$ cat config.mk
export PLATFORM = sky130hd
export DESIGN_NAME = pll_lock_rst_gen
export DESIGN_NICKNAME = d
export VERILOG_FILES = /design/src/rtl/pll_lock_rst_gen.sv
export SDC_FILE = /design/constraint.sdc
export NUM_CORES = 1
export LEC_CHECK = 0
export CORE_AREA = 2 2 69 71
export CTS_CLUSTER_SIZE = 24
export DETAILED_ROUTE_END_ITERATION = 7
export DIE_AREA = 0 0 71 73
export HOLD_SLACK_MARGIN = 0.06
export SETUP_SLACK_MARGIN = 0.1
export SYNTH_ARGS = -nofsm -noshare
export SYNTH_HDL_FRONTEND = slang
export SYNTH_SLANG_ARGS = --single-unit
export TNS_END_PERCENT = 30
$ cat constraint.sdc
create_clock -name clkin1 -period 4.95 [get_ports clkin1]
set_input_delay 0.99 -clock clkin1 [delete_from_list [all_inputs] [get_ports clkin1]]
set_output_delay 0.99 -clock clkin1 [all_outputs]
set_load 0.02 [all_outputs]
$ cat src/rtl/pll_lock_rst_gen.sv
// -----------------------------------------------------------------------------
// pll_lock_rst_gen
//
// Reset sequencer placed directly downstream of sys_pll. It pulses the PLL
// reset, waits for the PLL to lock, debounces the lock indication, and then
// releases the system reset for logic in the clkout0 domain. Once running it
// watches for lock loss and restarts the whole sequence automatically. A lock
// that never arrives is retried after LOCK_TIMEOUT cycles.
//
// Everything runs on clkin1, the free-running PLL reference clock, because
// clkout0 cannot be trusted while the PLL is being reset or is unlocked.
//
// Ports:
//   clkin1      in   free-running PLL reference clock (sole clock)
//   rst         in   synchronous, active-high reset
//   lock        in   PLL lock, asynchronous to clkin1
//   pll_rst     out  reset to sys_pll, active high
//   sys_rst     out  system reset, active high (consumers resync to clkout0)
//   sys_ready   out  high only while in RUN
//   lock_lost   out  sticky flag, set on the first lock loss seen in RUN
//   timeout_cnt out  number of lock-timeout retries, saturates at 255
//   loss_cnt    out  number of lock losses seen in RUN, saturates at 255
// -----------------------------------------------------------------------------
module pll_lock_rst_gen #(
  parameter int PLL_RST_CYCLES     = 20,
  parameter int LOCK_TIMEOUT       = 20000,
  parameter int LOCK_STABLE_CYCLES = 256,
  parameter int SYS_RST_HOLD       = 64
) (
  input  logic       clkin1,
  input  logic       rst,
  input  logic       lock,
  output logic       pll_rst,
  output logic       sys_rst,
  output logic       sys_ready,
  output logic       lock_lost,
  output logic [7:0] timeout_cnt,
  output logic [7:0] loss_cnt
);

  // ---------------------------------------------------------------------------
  // Counter sizing: wide enough for the largest per-state cycle budget.
  // ---------------------------------------------------------------------------
  localparam int MAX_AB  = (PLL_RST_CYCLES > LOCK_TIMEOUT) ? PLL_RST_CYCLES : LOCK_TIMEOUT;
  localparam int MAX_CD  = (LOCK_STABLE_CYCLES > SYS_RST_HOLD) ? LOCK_STABLE_CYCLES : SYS_RST_HOLD;
  localparam int MAX_ALL = (MAX_AB > MAX_CD) ? MAX_AB : MAX_CD;
  localparam int CNT_W   = $clog2(MAX_ALL) + 1;

  // Terminal count values, one per timed state.
  localparam logic [CNT_W-1:0] PLL_RST_LAST = CNT_W'(PLL_RST_CYCLES - 1);
  localparam logic [CNT_W-1:0] TIMEOUT_LAST = CNT_W'(LOCK_TIMEOUT - 1);
  localparam logic [CNT_W-1:0] HOLD_LAST    = CNT_W'(SYS_RST_HOLD - 1);

  // The lock_s sample that moves WAIT_LOCK into STABLE is already the first of
  // the consecutive high samples, so STABLE itself only needs to see
  // LOCK_STABLE_CYCLES-1 more. With LOCK_STABLE_CYCLES==1 STABLE is skipped.
  localparam logic [CNT_W-1:0] STABLE_LAST  =
    CNT_W'((LOCK_STABLE_CYCLES >= 2) ? (LOCK_STABLE_CYCLES - 2) : 0);
  localparam bit STABLE_SKIP = (LOCK_STABLE_CYCLES == 1);

  localparam logic [CNT_W-1:0] CNT_ONE = CNT_W'(1);
  localparam logic [CNT_W-1:0] CNT_MAX = {CNT_W{1'b1}};

  typedef enum logic [2:0] {
    ST_PLL_RST   = 3'd0,
    ST_WAIT_LOCK = 3'd1,
    ST_STABLE    = 3'd2,
    ST_HOLD      = 3'd3,
    ST_RUN       = 3'd4
  } state_t;

  // ---------------------------------------------------------------------------
  // Saturating 8-bit increment used by both status counters.
  // ---------------------------------------------------------------------------
  function automatic logic [7:0] sat_inc8(input logic [7:0] v);
    if (v == 8'hFF) begin
      return v;
    end else begin
      return v + 8'd1;
    end
  endfunction

  // Saturating increment for the state cycle counter; RUN has no time limit,
  // so the counter must not wrap while it idles there.
  function automatic logic [CNT_W-1:0] sat_inc_cnt(input logic [CNT_W-1:0] v);
    if (v == CNT_MAX) begin
      return v;
    end else begin
      return v + CNT_ONE;
    end
  endfunction

  // ---------------------------------------------------------------------------
  // State and output registers
  // ---------------------------------------------------------------------------
  logic             lock_meta_r;
  logic             lock_sync_r;   // lock_s: the only lock view used below
  state_t           state_r;
  logic [CNT_W-1:0] cnt_r;
  logic             pll_rst_r;
  logic             sys_rst_r;
  logic             sys_ready_r;
  logic             lock_lost_r;
  logic [7:0]       timeout_cnt_r;
  logic [7:0]       loss_cnt_r;

  state_t           next_state_s;
  logic             timeout_inc_s;
  logic             loss_inc_s;
  logic [CNT_W-1:0] cnt_next_s;

  // Two-flop synchronizer bringing the asynchronous lock pin into clkin1.
  always_ff @(posedge clkin1) begin
    if (rst) begin
      lock_meta_r <= 1'b0;
      lock_sync_r <= 1'b0;
    end else begin
      lock_meta_r <= lock;
      lock_sync_r <= lock_meta_r;
    end
  end

  // Next-state decision and counter-event strobes.
  always_comb begin
    next_state_s  = ST_PLL_RST;
    timeout_inc_s = 1'b0;
    loss_inc_s    = 1'b0;
    case (state_r)
      ST_PLL_RST: begin
        if (cnt_r == PLL_RST_LAST) begin
          next_state_s = ST_WAIT_LOCK;
        end else begin
          next_state_s = ST_PLL_RST;
        end
      end
      ST_WAIT_LOCK: begin
        // Lock takes priority over a timeout landing on the same cycle.
        if (lock_sync_r) begin
          if (STABLE_SKIP) begin
            next_state_s = ST_HOLD;
          end else begin
            next_state_s = ST_STABLE;
          end
        end else if (cnt_r == TIMEOUT_LAST) begin
          next_state_s  = ST_PLL_RST;
          timeout_inc_s = 1'b1;
        end else begin
          next_state_s = ST_WAIT_LOCK;
        end
      end
      ST_STABLE: begin
        // A drop here is treated as a glitch: back to waiting, fresh window.
        if (!lock_sync_r) begin
          next_state_s = ST_WAIT_LOCK;
        end else if (cnt_r == STABLE_LAST) begin
          next_state_s = ST_HOLD;
        end else begin
          next_state_s = ST_STABLE;
        end
      end
      ST_HOLD: begin
        if (!lock_sync_r) begin
          next_state_s = ST_WAIT_LOCK;
        end else if (cnt_r == HOLD_LAST) begin
          next_state_s = ST_RUN;
        end else begin
          next_state_s = ST_HOLD;
        end
      end
      ST_RUN: begin
        if (!lock_sync_r) begin
          next_state_s = ST_PLL_RST;
          loss_inc_s   = 1'b1;
        end else begin
          next_state_s = ST_RUN;
        end
      end
      default: begin
        // Unused encodings recover through a full PLL reset.
        next_state_s = ST_PLL_RST;
      end
    endcase
  end

  // Cycle counter restarts from zero on every state change.
  always_comb begin
    cnt_next_s = '0;
    if (next_state_s != state_r) begin
      cnt_next_s = '0;
    end else begin
      cnt_next_s = sat_inc_cnt(cnt_r);
    end
  end

  // Sequencer registers; outputs are decoded from the next state so they
  // change on the same edge as the state itself.
  always_ff @(posedge clkin1) begin
    if (rst) begin
      state_r       <= ST_PLL_RST;
      cnt_r         <= '0;
      pll_rst_r     <= 1'b1;
      sys_rst_r     <= 1'b1;
      sys_ready_r   <= 1'b0;
      lock_lost_r   <= 1'b0;
      timeout_cnt_r <= 8'd0;
      loss_cnt_r    <= 8'd0;
    end else begin
      state_r     <= next_state_s;
      cnt_r       <= cnt_next_s;
      pll_rst_r   <= (next_state_s == ST_PLL_RST);
      sys_rst_r   <= (next_state_s != ST_RUN);
      sys_ready_r <= (next_state_s == ST_RUN);
      if (loss_inc_s) begin
        lock_lost_r <= 1'b1;
        loss_cnt_r  <= sat_inc8(loss_cnt_r);
      end
      if (timeout_inc_s) begin
        timeout_cnt_r <= sat_inc8(timeout_cnt_r);
      end
    end
  end

  assign pll_rst     = pll_rst_r;
  assign sys_rst     = sys_rst_r;
  assign sys_ready   = sys_ready_r;
  assign lock_lost   = lock_lost_r;
  assign timeout_cnt = timeout_cnt_r;
  assign loss_cnt    = loss_cnt_r;

endmodule

### Word level (Yosys, flattened, before mapping)

Index checks and enable logic that the tools add are counted.

* register bits after elaboration: 41
* bits in latches: 0
* bits in writable memories: 0
* ROM bits: 0
* input port bits: 3
* output and inout bits: 20
* word-level logic and storage cells: 48
* memories: 0

* $add $sub $neg: 3
* multiply operators: 0
* divide/modulo/power cells: 0
* order comparisons: 0
* eq/ne operators: 14
* shift-type cells: 0
* mux-type cells: 14
* bitwise gates (word level): 2
* reduce and logical (&&, ||, !) cells: 5

Operators with widths (count)
* $add 16x1->16 const B: 1
* $add 8x1->8 const B: 2
* $eq 16x15->1 const B: 1
* $eq 16x16->1 const B: 1
* $eq 16x5->1 const B: 1
* $eq 16x6->1 const B: 1
* $eq 16x8->1 const B: 1
* $eq 8x8->1 const B: 2
* $pmux 3 s5: 1
* $mux 3: 3
* $mux 1: 8
* $eq 3x2->1 const B: 2
* $eq 3x3->1 const B: 2
* $logic_not 3->1: 2
* $mux 2: 2
* $reduce_and 2->1: 2
* $eq 3x1->1 const B: 1
* $ne 3x3->1: 1
* $ne 3x3->1 const B: 1
* $not 1->1: 2
* $reduce_or 2->1: 1

### Logic depth before layout (Yosys ltp)

Gate-level depths: netlist of the first run.

* word-level depth: 6
* depth in mapped cells: 8
* depth with buffers taken out: 7

### Worst setup path after synthesis of the first run

No wires, ideal clock.

* path kind: input -> register
* start: input port rst
* end: register cnt_r[11]
* arrival: 1.925 ns
* data required time: 4.886 ns
* setup slack: 2.961 ns
* cell stages on the path: 6
* path buffers: 1
* cell sequence: inv_1 nand2_1 o31a_1 o21bai_2 buf_4 nor2_1

* longest elaborated chain between the ends: 1

RTL lines
* start: declaration: line 31 `input logic rst,`
* $reduce_or 2->1 (no source line)
* end signal: assignment: line 209 `cnt_r <= cnt_next_s;`
* end: declaration: line 99 `logic [CNT_W-1:0] cnt_r;`

Every way passes these cells.
A chain may end at the register's enable or synchronous reset.

### Final worst setup path of the first run

* start: input port rst
* end: register cnt_r[1]

Same word-level chain as after synthesis.

==> run summary, run 1 <==
dpl cells = 288
clock sink count = 41
final setup skew = 0.006246 ns
CP max FO = 21
IO buf count = 22
I/O pins = 23
total number of vias = 1524
most frequent cells in the layout = 41 x nor2_1, 41 x dfxtp_1, 22 x clkdlybuf4s50_1, 19 x nand2_1, 15 x xor2_1
final hold violations = 0
Core Area = 0.004536 mm²
GR Util All Layers = 0.1519
register area share after synthesis = 0.4285
H-tree levels = 2
ratio of cells with drive above 1 in the final layout = 0.06224
worst hold path class = flop to flop
critical path launch point type = primary input
routability congestion estimate = 0.8596
Tcrit/Tclk final = 0.5816
n_diodes = 0
normalized max-slew margin = 0.4967
CP peak stage delay = 0.80 ns
post-CTS resize count = 0
placed inst area = 0.002166 mm²
Initial Utilization = 0.4223
Synth Instances = 217
Cell variety after synth = 42
family with the most delay on the worst path = buffers and inverters
flops & latches, synth = 41
Synth-to-Final Area Change = 18.48%
DRT antenna net count = 0
worst path buffer plus inverter count = 2
fin nets = 248
Sum Neg Setup Slack = 0 ns
Mapped Avg Cell Area = 8.828 µm²
final setup violation count = 0
routed len/inst = 12.34 µm
Worst setup EP type = flop
residual DRC count = 0
critical path's slowest cell = clkdlybuf4s50_1
fmax = 347.4 MHz
Main synth FF type = dfxtp_1
worst vdd ir = 0.1153 mV
WHS = 0.4388 ns
grt total ovfl = 0
vias in the first global route = 1401
Max clock buf depth = 2
cts hold-fix bufs = 0
PwrDens = 269.3 mW/mm²
Layout Cells excl Fill = 295
Worst-path clk slew = 0.07 ns
Setup Buffers After CTS = 0
largest net degree at the start of global routing = 22
RSZ-0062 raised after global routing = false
crit path kind = primary input to flop
critical path required time = 5.15 ns
Tmin final = 2.879 ns
Synth Warn # = 0
CTS tree = done
CTS buffer count = 5
chip width = 71 µm
DR pass1 iterations = 4
Worst Path Arrival = 3.08 ns
final-layout fill cell count = 439
Routed WL = 3.640 mm
Leakage = 0.8123 nW
vias per inst = 5.166
Final HPWL DP = 2.628 mm
syn nets = 224
number of enable flip-flop cells after synthesis = 0
initial drt markers = 41
Cell Rows = 25
Post-synth ARST share = 0
Slew Limit Fails = 0
worst skew pair latency = 0.29 ns
Total Die Area = 0.005183 mm²
DIE HEIGHT = 73 µm
antenna violations before repair = 0
first-pass GRT wire length = 6.237 mm
worst-margin pin slew = 0.7525 ns
Finished Cell Area = 0.002270 mm²
clock root cell = clkbuf_8
max-cap violation count = 0
outcome = finished clean
CP cell instances = clkdlybuf4s50_1 -> inv_1 -> nand2_1 -> o31a_1 -> o21bai_2 -> a211oi_1
synthesized area = 0.001916 mm²
-- final timing paths --
| kind | slack [ns] | depth (start not counted) | start | to |
|---|---|---|---|---|
| max | 2.07 | 6 | rst | cnt_r[1]$_SDFFE_PP0P_ |
| min | 0.44 | 1 | lock_meta_r$_SDFF_PP0_ | lock_sync_r$_SDFF_PP0_ |
| max reg2reg | 2.66 | 6 | cnt_r[9]$_SDFFE_PP0P_ | cnt_r[11]$_SDFFE_PP0P_ |
| min reg2reg | 0.44 | 1 | lock_meta_r$_SDFF_PP0_ | lock_sync_r$_SDFF_PP0_ |
-- power breakdown --
part	internal, mW	total (mW)	switching [mW]
Combinational	0.00746	0.0190	0.0115
Clock	0.147	0.256	0.109
Sequential	0.333	0.336	0.00338
-- synthesized netlist by cell type, types with 2 or more instances --
| library cell | instances | share of area |
|---|---|---|
| dfxtp_1 | 41 | 0.43 |
| buf_6 | 2 | 0.012 |
| buf_4 | 2 | 0.0078 |
| nor3_1 | 5 | 0.013 |
| nand4_1 | 8 | 0.026 |
| o21ai_0 | 2 | 0.0052 |
| a31oi_1 | 2 | 0.0065 |
| and3_1 | 5 | 0.016 |
| and3_2 | 2 | 0.0078 |
| o21a_1 | 2 | 0.0078 |
| nor2_1 | 41 | 0.080 |
| and4_1 | 2 | 0.0091 |
| inv_1 | 5 | 0.0098 |
| xnor2_1 | 10 | 0.046 |
| nand2_1 | 19 | 0.037 |
| a211oi_1 | 2 | 0.0078 |
| nand3_1 | 10 | 0.026 |
| mux2i_1 | 4 | 0.021 |
| nor4_1 | 3 | 0.0098 |
| clkbuf_1 | 2 | 0.0039 |
| xor2_1 | 15 | 0.069 |
| nand2b_1 | 2 | 0.0065 |
| a21oi_1 | 5 | 0.013 |
| ha_1 | 4 | 0.026 |
| nor4b_1 | 3 | 0.014 |
| nor2b_1 | 3 | 0.0098 |
-- registers in the layout, summed over array words and instances, names as in the netlist --
register	count
timeout_cnt	8
lock_meta_r	1
lock_lost	1
sys_ready	1
cnt_r	16
loss_cnt	8
state_r	3
pll_rst	1
sys_rst	1
lock_sync_r	1
-- per-layer routing --
metal | wire (µm) | up-vias | global-route usage | share of wire
met2 | 1594 | 24 | 0.2409 | 0.44
met1 | 1840 | 695 | 0.1976 | 0.51
li1 | - | 800 | - | -
met3 | 144 | 5 | 0.04282 | 0.040
met4 | 60 | 0 | 0.05660 | 0.016
met5 | 0 | - | 0 | 0
-- cells by family after synthesis --
kind of cell | Yosys count | share of synthesized area
flops | 41 | 0.4285
buf+inv | 11 | 0.03331
xor+xnor | 25 | 0.1143
simple gates | 112 | 0.3050
mux | 4 | 0.02090
fa+ha+maj | 4 | 0.02613
compound gates | 20 | 0.07185
-- layout make-up --
| type | count | area, µm² | area share |
|---|---|---|---|
| multi-input cells | 165 | 1031 | 0.4542 |
| flip-flops and latches | 41 | 820.8 | 0.3616 |
| repair buffers | 23 | 227.7 | 0.1003 |
| clock buffers | 5 | 68.82 | 0.03032 |
| well taps | 54 | 67.56 | 0.02977 |
| clock inverters | 2 | 35.03 | 0.01544 |
| inverters | 5 | 18.77 | 0.008269 |
-- through the flow --
step / utilization / power, mW / setup slack, ns
after detailed placement: 0.4775 / 0.3635 / 1.734
after global routing: 0.5004 / 0.6370 / 1.907
after CTS: 0.5004 / 0.6244 / 2.044
final: 0.5004 / 0.6112 / 2.071
after floorplan: - / 0.3584 / 2.961
after global placement: 0.4775 / 0.3631 / 1.807
Note: power is estimated with default switching activity, not from simulation.
==> run 2: changes to the inputs <==
clock period = 2.85 ns   (was 4.95 ns; I/O delays follow)
==> run 2 against run 1 <==
Flip-flop and latch count unchanged. Global-route usage up 0.19 points. Sequential power up 74%. First-iteration DRC count up 29%. Worst setup slack worse by 1.5 ns. Final cell count up 0.34%. Register-to-register slack worse by 2.1 ns. Largest cell class unchanged. Non-clock buffer count up 1. Final area up 0.33%. Die area unchanged. Clock-buffer cell count unchanged. Sequential share of layout area down 0.12 points.
==> run summary, run 2 (synthesis gave the netlist of run 1 again) <==
outcome = finished clean (unchanged)
routed wl met2 = 1.709 mm (was 1.594 mm)
Initial Utilization = 0.4223 (unchanged)
Layout Cells excl Fill = 296 (was 295)
initial drt markers = 53 (was 41)
Total Die Area = 0.005183 mm² (unchanged)
final-layout fill cell count = 453 (was 439)
vias per inst = 5.111 (was 5.166)
CTS buffer count = 5 (unchanged)
grt total ovfl = 0 (unchanged)
clock root cell = clkbuf_8 (unchanged)
Final HPWL DP = 2.711 mm (was 2.628 mm)
CTS tree = done (unchanged)
most frequent cells in the layout = 41 x nor2_1, 41 x dfxtp_1, 22 x clkdlybuf4s50_1, 19 x nand2_1, 15 x xor2_1 (unchanged)
normalized max-slew margin = 0.6154 (was 0.4967)
CP startpoint = cnt_r[9]$_SDFFE_PP0P_ (was rst)
H-tree levels = 2 (unchanged)
CP max FO = 13 (was 21)
final setup skew = 0.006347 ns (was 0.006246 ns)
final hold violations = 0 (unchanged)
cts hold-fix bufs = 0 (unchanged)
GR Util All Layers = 0.1538 (was 0.1519)
post-CTS resize count = 0 (unchanged)
sequential share of power = 0.546 (was 0.550)
worst skew pair latency = 0.29 ns (about the same)
Cell Rows = 25 (unchanged)
Tcrit/Tclk final = 0.7949
final setup violation count = 0 (unchanged)
Tmin final = 2.266 ns
first-pass GRT wire length = 6.375 mm (was 6.237 mm)
Leakage = 0.8171 nW (was 0.8123 nW)
crit path kind = flop to flop (was primary input to flop)
worst hold path class = flop to flop (unchanged)
clock sink count = 41 (unchanged)
I/O pins = 23 (unchanged)
DIE HEIGHT = 73 µm (unchanged)
chip width = 71 µm (unchanged)
DR pass1 iterations = 4 (unchanged)
largest net degree at the start of global routing = 20 (was 22)
area of the multi-input gates = 0.001031 mm² (unchanged)
Sum Neg Setup Slack = 0 ns (unchanged)
routability congestion estimate = 0.8220 (was 0.8596)
Max clock buf depth = 2 (unchanged)
PwrDens = 469.2 mW/mm² (was 269.3 mW/mm²)
worst vdd ir = 0.2486 mV (was 0.1153 mV)
routed len/inst = 12.51 µm (was 12.34 µm)
residual DRC count = 0 (unchanged)
IO buf count = 22 (unchanged)
FF-to-FF Start = cnt_r[9]$_SDFFE_PP0P_ (unchanged)
n_diodes = 0 (unchanged)
Largest register FFs = 16 (unchanged)
wl on met1 = 1.831 mm (was 1.840 mm)
WL met3 = 102 µm (was 144 µm)
Routed WL = 3.702 mm (was 3.640 mm)
DRT antenna net count = 0 (unchanged)
register cell area after layout = 820.8 µm² (unchanged)
Setup Buffers After CTS = 0 (unchanged)
Switch Pwr = 0.2220 mW (was 0.1243 mW)
ratio of cells with drive above 1 in the final layout = 0.06612 (was 0.06224)
Sw Share = 0.2077 (was 0.2033)
Synth-to-Final Area Change = 18.88% (was 18.48%)
dpl cells = 289 (was 288)
worst-margin pin slew = 0.5765 ns (was 0.7525 ns)
Core Area = 0.004536 mm² (unchanged)
critical path required time = 3.00 ns (was 5.15 ns)
highest metal used = met4 (unchanged)
Biggest register = cnt_r (unchanged)
hold path start = lock_meta_r$_SDFF_PP0_ (unchanged)
Worst setup EP type = flop (unchanged)
Gate power share = 0.032 (was 0.031)
fin nets = 249 (was 248)
RSZ-0062 raised after global routing = false (unchanged)
Worst Path Arrival = 2.42 ns (was 3.08 ns)
max-cap violation count = 0 (unchanged)
Slew Limit Fails = 0 (unchanged)
total power = 1.069 mW (was 0.6112 mW)
Pint = 0.8466 mW (was 0.4869 mW)
critical path launch point type = flop (was primary input)
antenna violations before repair = 0 (unchanged)
Clk pwr share = 0.421 (was 0.419)
Worst-path clk slew = 0.08 ns (was 0.07 ns)
total number of vias = 1513 (was 1524)
fmax = 441.4 MHz
vias in the first global route = 1401 (unchanged)
## run 2: cell types whose count changed in the layout (fill, tap and decap cells not counted)
cell	previous run	this run
buf_4	1	2
## run 2: area by class of cell
cell class | instances | area share
inverter | 5 | 0.008242
clock buffer | 5 | 0.03022
multi-input combinational | 165 | 0.4527
timing repair buffer | 24 | 0.1033
clock inverter | 2 | 0.01538
sequential | 41 | 0.3604
tap | 54 | 0.02967
## run 2: path summary, 6_finish.rpt
path / endpoint / slack, ns / depth (start not counted)
min: lock_sync_r$_SDFF_PP0_ / 0.44 / 1
max: cnt_r[9]$_SDFFE_PP0P_ / 0.58 / 6
max reg2reg: cnt_r[9]$_SDFFE_PP0P_ / 0.58 / 6
min reg2reg: lock_sync_r$_SDFF_PP0_ / 0.44 / 1
## run 2: critical path, stage by stage, from the launching register on
cell and delay (ns):
dfxtp_1 0.37, or4_1 0.56, nor2_2 0.14, nor4b_4 0.28, o22ai_1 0.15, o21bai_2 0.51, nor2_1 0.12
## run 2: power by group through the flow
stage                     combinational, mW  clock (mW)  sequential, mW
after detailed placement             0.0347           0           0.598
final                                0.0346       0.450           0.584
after floorplan                      0.0262           0           0.596
after global placement               0.0350           0           0.597
after CTS                            0.0349       0.458           0.584
after global routing                 0.0405       0.474           0.585
## run 2: metal layers
metal / vias to the layer above / global-route usage
li1: 799 / -
met1: 689 / 0.2032
met2: 20 / 0.2471
met3: 5 / 0.03039
met4: 0 / 0.06289
met5: - / 0
## run 2: stage by stage
stage                     hold slack [ns]  setup slack [ns]  area (µm²)  utilization
final                              0.4401            0.5845        2277       0.5021
after global routing               0.4545            0.3751        2277       0.5021
after CTS                          0.4481            0.5851        2277       0.5021
after detailed placement           0.4341            0.5720        2173       0.4792
after global placement             0.4227            0.5830        2173       0.4792
after floorplan                    0.4138            0.8776        1916            -
==> run 3: changes to the inputs <==
clock period = 2.2 ns   (was 2.85 ns; I/O delays follow)
==> run 3 against run 2 <==
Flip-flop and latch count did not move. Maximum frequency is 12% higher. Sequential share of layout area decreased by 2.4 points. Total power rose by 31%. Final cell count grew 5.4%. Global-route usage rose by 0.26 points. Critical endpoint is now cnt_r[1]$_SDFFE_PP0P_. Largest cell class unchanged. Highest routed layer unchanged.
==> run summary, run 3 (synthesis gave the netlist of run 1 again) <==
post-layout util = 0.5426 (was 0.5021)
Total Die Area = 0.005183 mm² (unchanged)
Core Area = 0.004536 mm² (unchanged)
Layout Cells excl Fill = 312 (was 296)
final hold violations = 0 (unchanged)
Tcrit/Tclk final = 0.9178 (was 0.7949)
fin nets = 265 (was 249)
WHS = 0.4383 ns (was 0.4401 ns)
Final HPWL DP = 2.764 mm (was 2.711 mm)
placed inst area = 0.002241 mm² (was 0.002173 mm²)
routed len/inst = 12.79 µm (was 12.51 µm)
ratio of cells with drive above 1 in the final layout = 0.1744 (was 0.06612)
DIE HEIGHT = 73 µm (unchanged)
CTS tree = done (unchanged)
Cell Rows = 25 (unchanged)
largest net degree at the start of global routing = 20 (unchanged)
fmax = 495.3 MHz (was 441.4 MHz)
clock sink count = 41 (unchanged)
Worst-path clk slew = 0.08 ns (about the same)
critical path required time = 2.38 ns (was 3.00 ns)
IO buf count = 22 (unchanged)
family with the most delay on the worst path = simple AND/OR/NAND/NOR gates (unchanged)
final setup violation count = 0 (unchanged)
wl on met1 = 1.915 mm (was 1.831 mm)
normalized max-slew margin = 0.6471 (was 0.6154)
antenna violations before repair = 0 (unchanged)
critical path's slowest cell = or4_4 (was or4_1)
most frequent cells in the layout = 39 x nor2_1, 37 x dfxtp_1, 22 x clkdlybuf4s50_1, 19 x nand2_1, 16 x buf_4 (was 41 x nor2_1, 41 x dfxtp_1, 22 x clkdlybuf4s50_1, 19 x nand2_1, 15 x xor2_1)
worst hold path class = flop to flop (unchanged)
WL met3 = 168 µm (was 102 µm)
Initial Utilization = 0.4223 (unchanged)
Finished Cell Area = 0.002461 mm² (was 0.002277 mm²)
worst vdd ir = 0.2886 mV (was 0.2486 mV)
worst path buffer plus inverter count = 1 (was 0)
Slew Limit Fails = 0 (unchanged)
DR pass1 iterations = 4 (unchanged)
Max clock buf depth = 2 (unchanged)
Leakage = 0.9302 nW (was 0.8171 nW)
DRT antenna net count = 0 (unchanged)
routability congestion estimate = 0.7756 (was 0.8220)
clock root cell = clkbuf_8 (unchanged)
Sum Neg Setup Slack = 0 ns (unchanged)
FF-to-FF setup slack = 0.18 ns (was 0.58 ns)
Crit Reg-Reg Endpoint = cnt_r[1]$_SDFFE_PP0P_ (was cnt_r[9]$_SDFFE_PP0P_)
routed wl met2 = 1.829 mm (was 1.709 mm)
vias per inst = 5.135 (was 5.111)
Final WS setup = 0.1809 ns (was 0.5845 ns)
FF-to-FF Start = cnt_r[9]$_SDFFE_PP0P_ (unchanged)
post-placement setup slack = 0.1513 ns (was 0.5720 ns)
vias in the first global route = 1466 (was 1401)
CP peak stage delay = 0.54 ns (was 0.56 ns)
Worst Path Arrival = 2.20 ns (was 2.42 ns)
max-cap violation count = 0 (unchanged)
RSZ-0062 raised after global routing = true (was false)
total power = 1.400 mW (was 1.069 mW)
final setup skew = 0.006523 ns (was 0.006347 ns)
most common cell after layout, fill and taps aside = nor2_1
dpl cells = 298 (was 289)
WHS Endpoint = lock_sync_r$_SDFF_PP0_ (unchanged)
PwrDens = 569.0 mW/mm² (was 469.2 mW/mm²)
Biggest register = cnt_r (unchanged)
CP max FO = 7 (was 13)
Tmin final = 2.019 ns (was 2.266 ns)
GR Util All Layers = 0.1564 (was 0.1538)
R2R depth = 7 (was 6)
first-pass GRT wire length = 6.458 mm (was 6.375 mm)
CP cell instances = or4_4 -> nor2_4 -> nor4b_4 -> o22ai_2 -> o21bai_2 -> buf_6 -> a211oi_1 (was or4_1 -> nor2_2 -> nor4b_4 -> o22ai_1 -> o21bai_2 -> nor2_1)
cts hold-fix bufs = 0 (unchanged)
Routed WL = 3.991 mm (was 3.702 mm)
grt total ovfl = 0 (unchanged)
Worst Hold Depth = 1 (unchanged)
worst skew pair latency = 0.29 ns (about the same)
chip width = 71 µm (unchanged)
highest metal used = met4 (unchanged)
CTS buffer count = 5 (unchanged)
I/O pins = 23 (unchanged)
worst-margin pin slew = 0.5220 ns (was 0.5765 ns)
Worst setup EP type = flop (unchanged)
Synth-to-Final Area Change = 28.48% (was 18.88%)
residual DRC count = 0 (unchanged)
total number of vias = 1602 (was 1513)
H-tree levels = 2 (unchanged)
outcome = finished clean (unchanged)
n_diodes = 0 (unchanged)
hold path start = lock_meta_r$_SDFF_PP0_ (unchanged)
Largest register FFs = 16 (unchanged)
initial drt markers = 63 (was 53)
crit path kind = flop to flop (unchanged)
critical path launch point type = flop (unchanged)
## run 3: cell types whose count changed in the layout (fill, tap and decap cells not counted), moves of 2 or more
cell,change
dfxtp_1,-4
buf_6,+2
dfxtp_2,+3
nor2_1,-2
buf_4,+14
## run 3: metal layers
metal	up-vias	track usage
met4	0	0.06709
li1	836	-
met2	30	0.2451
met3	8	0.04696
met1	728	0.2007
met5	-	0
## run 3: cell type report
class                      instances  area (µm²)
fill                             455        2074
multi-input combinational        165        1080
sequential                        41       828.3
timing repair buffer              40       362.8
clock buffer                       5       68.82
tap                               54       67.56
clock inverter                     2       35.03
inverter                           5       18.77
## run 3: repair_timing
| action | in CTS | in global routing |
|---|---|---|
| buffers inserted | 0 | 6 |
| gates resized for setup | 0 | 20 |
| hold endpoints to repair | 0 | 0 |
| endpoints found under the setup margin | 0 | 20 |
## run 3: worst max-delay path by stage
stage | from | endpoint | slack [ns] | depth (start not counted)
final | cnt_r[9]$_SDFFE_PP0P_ | cnt_r[1]$_SDFFE_PP0P_ | 0.18 | 7
after global routing | cnt_r[9]$_SDFFE_PP0P_ | cnt_r[1]$_SDFFE_PP0P_ | 0.05 | 7
after CTS | cnt_r[8]$_SDFFE_PP0P_ | cnt_r[1]$_SDFFE_PP0P_ | 0.16 | 7
after detailed placement | rst | cnt_r[1]$_SDFFE_PP0P_ | 0.15 | 7
after global placement | cnt_r[8]$_SDFFE_PP0P_ | cnt_r[11]$_SDFFE_PP0P_ | 0.17 | 7
after floorplan | timeout_cnt[0]$_SDFFE_PP0P_ | timeout_cnt[7]$_SDFFE_PP0P_ | 0.23 | 8
## run 3: worst reg2reg max path, delay by kind of cell, from the launching register on
| family | cells | cell delay [ns] |
|---|---|---|
| AOI/OAI and AO/OA | 3 | 0.42 |
| and+or+nand+nor | 3 | 0.97 |
| DFF | 1 | 0.36 |
| buffers and inverters | 1 | 0.16 |
## run 3: report_power, final
part           internal (mW)  switching, mW  leakage, nW  total [mW]
clock network          0.330          0.256       0.0540       0.586
registers              0.748        0.00507        0.334       0.753
logic                 0.0286         0.0330        0.543      0.0617
total                   1.11          0.294        0.930        1.40
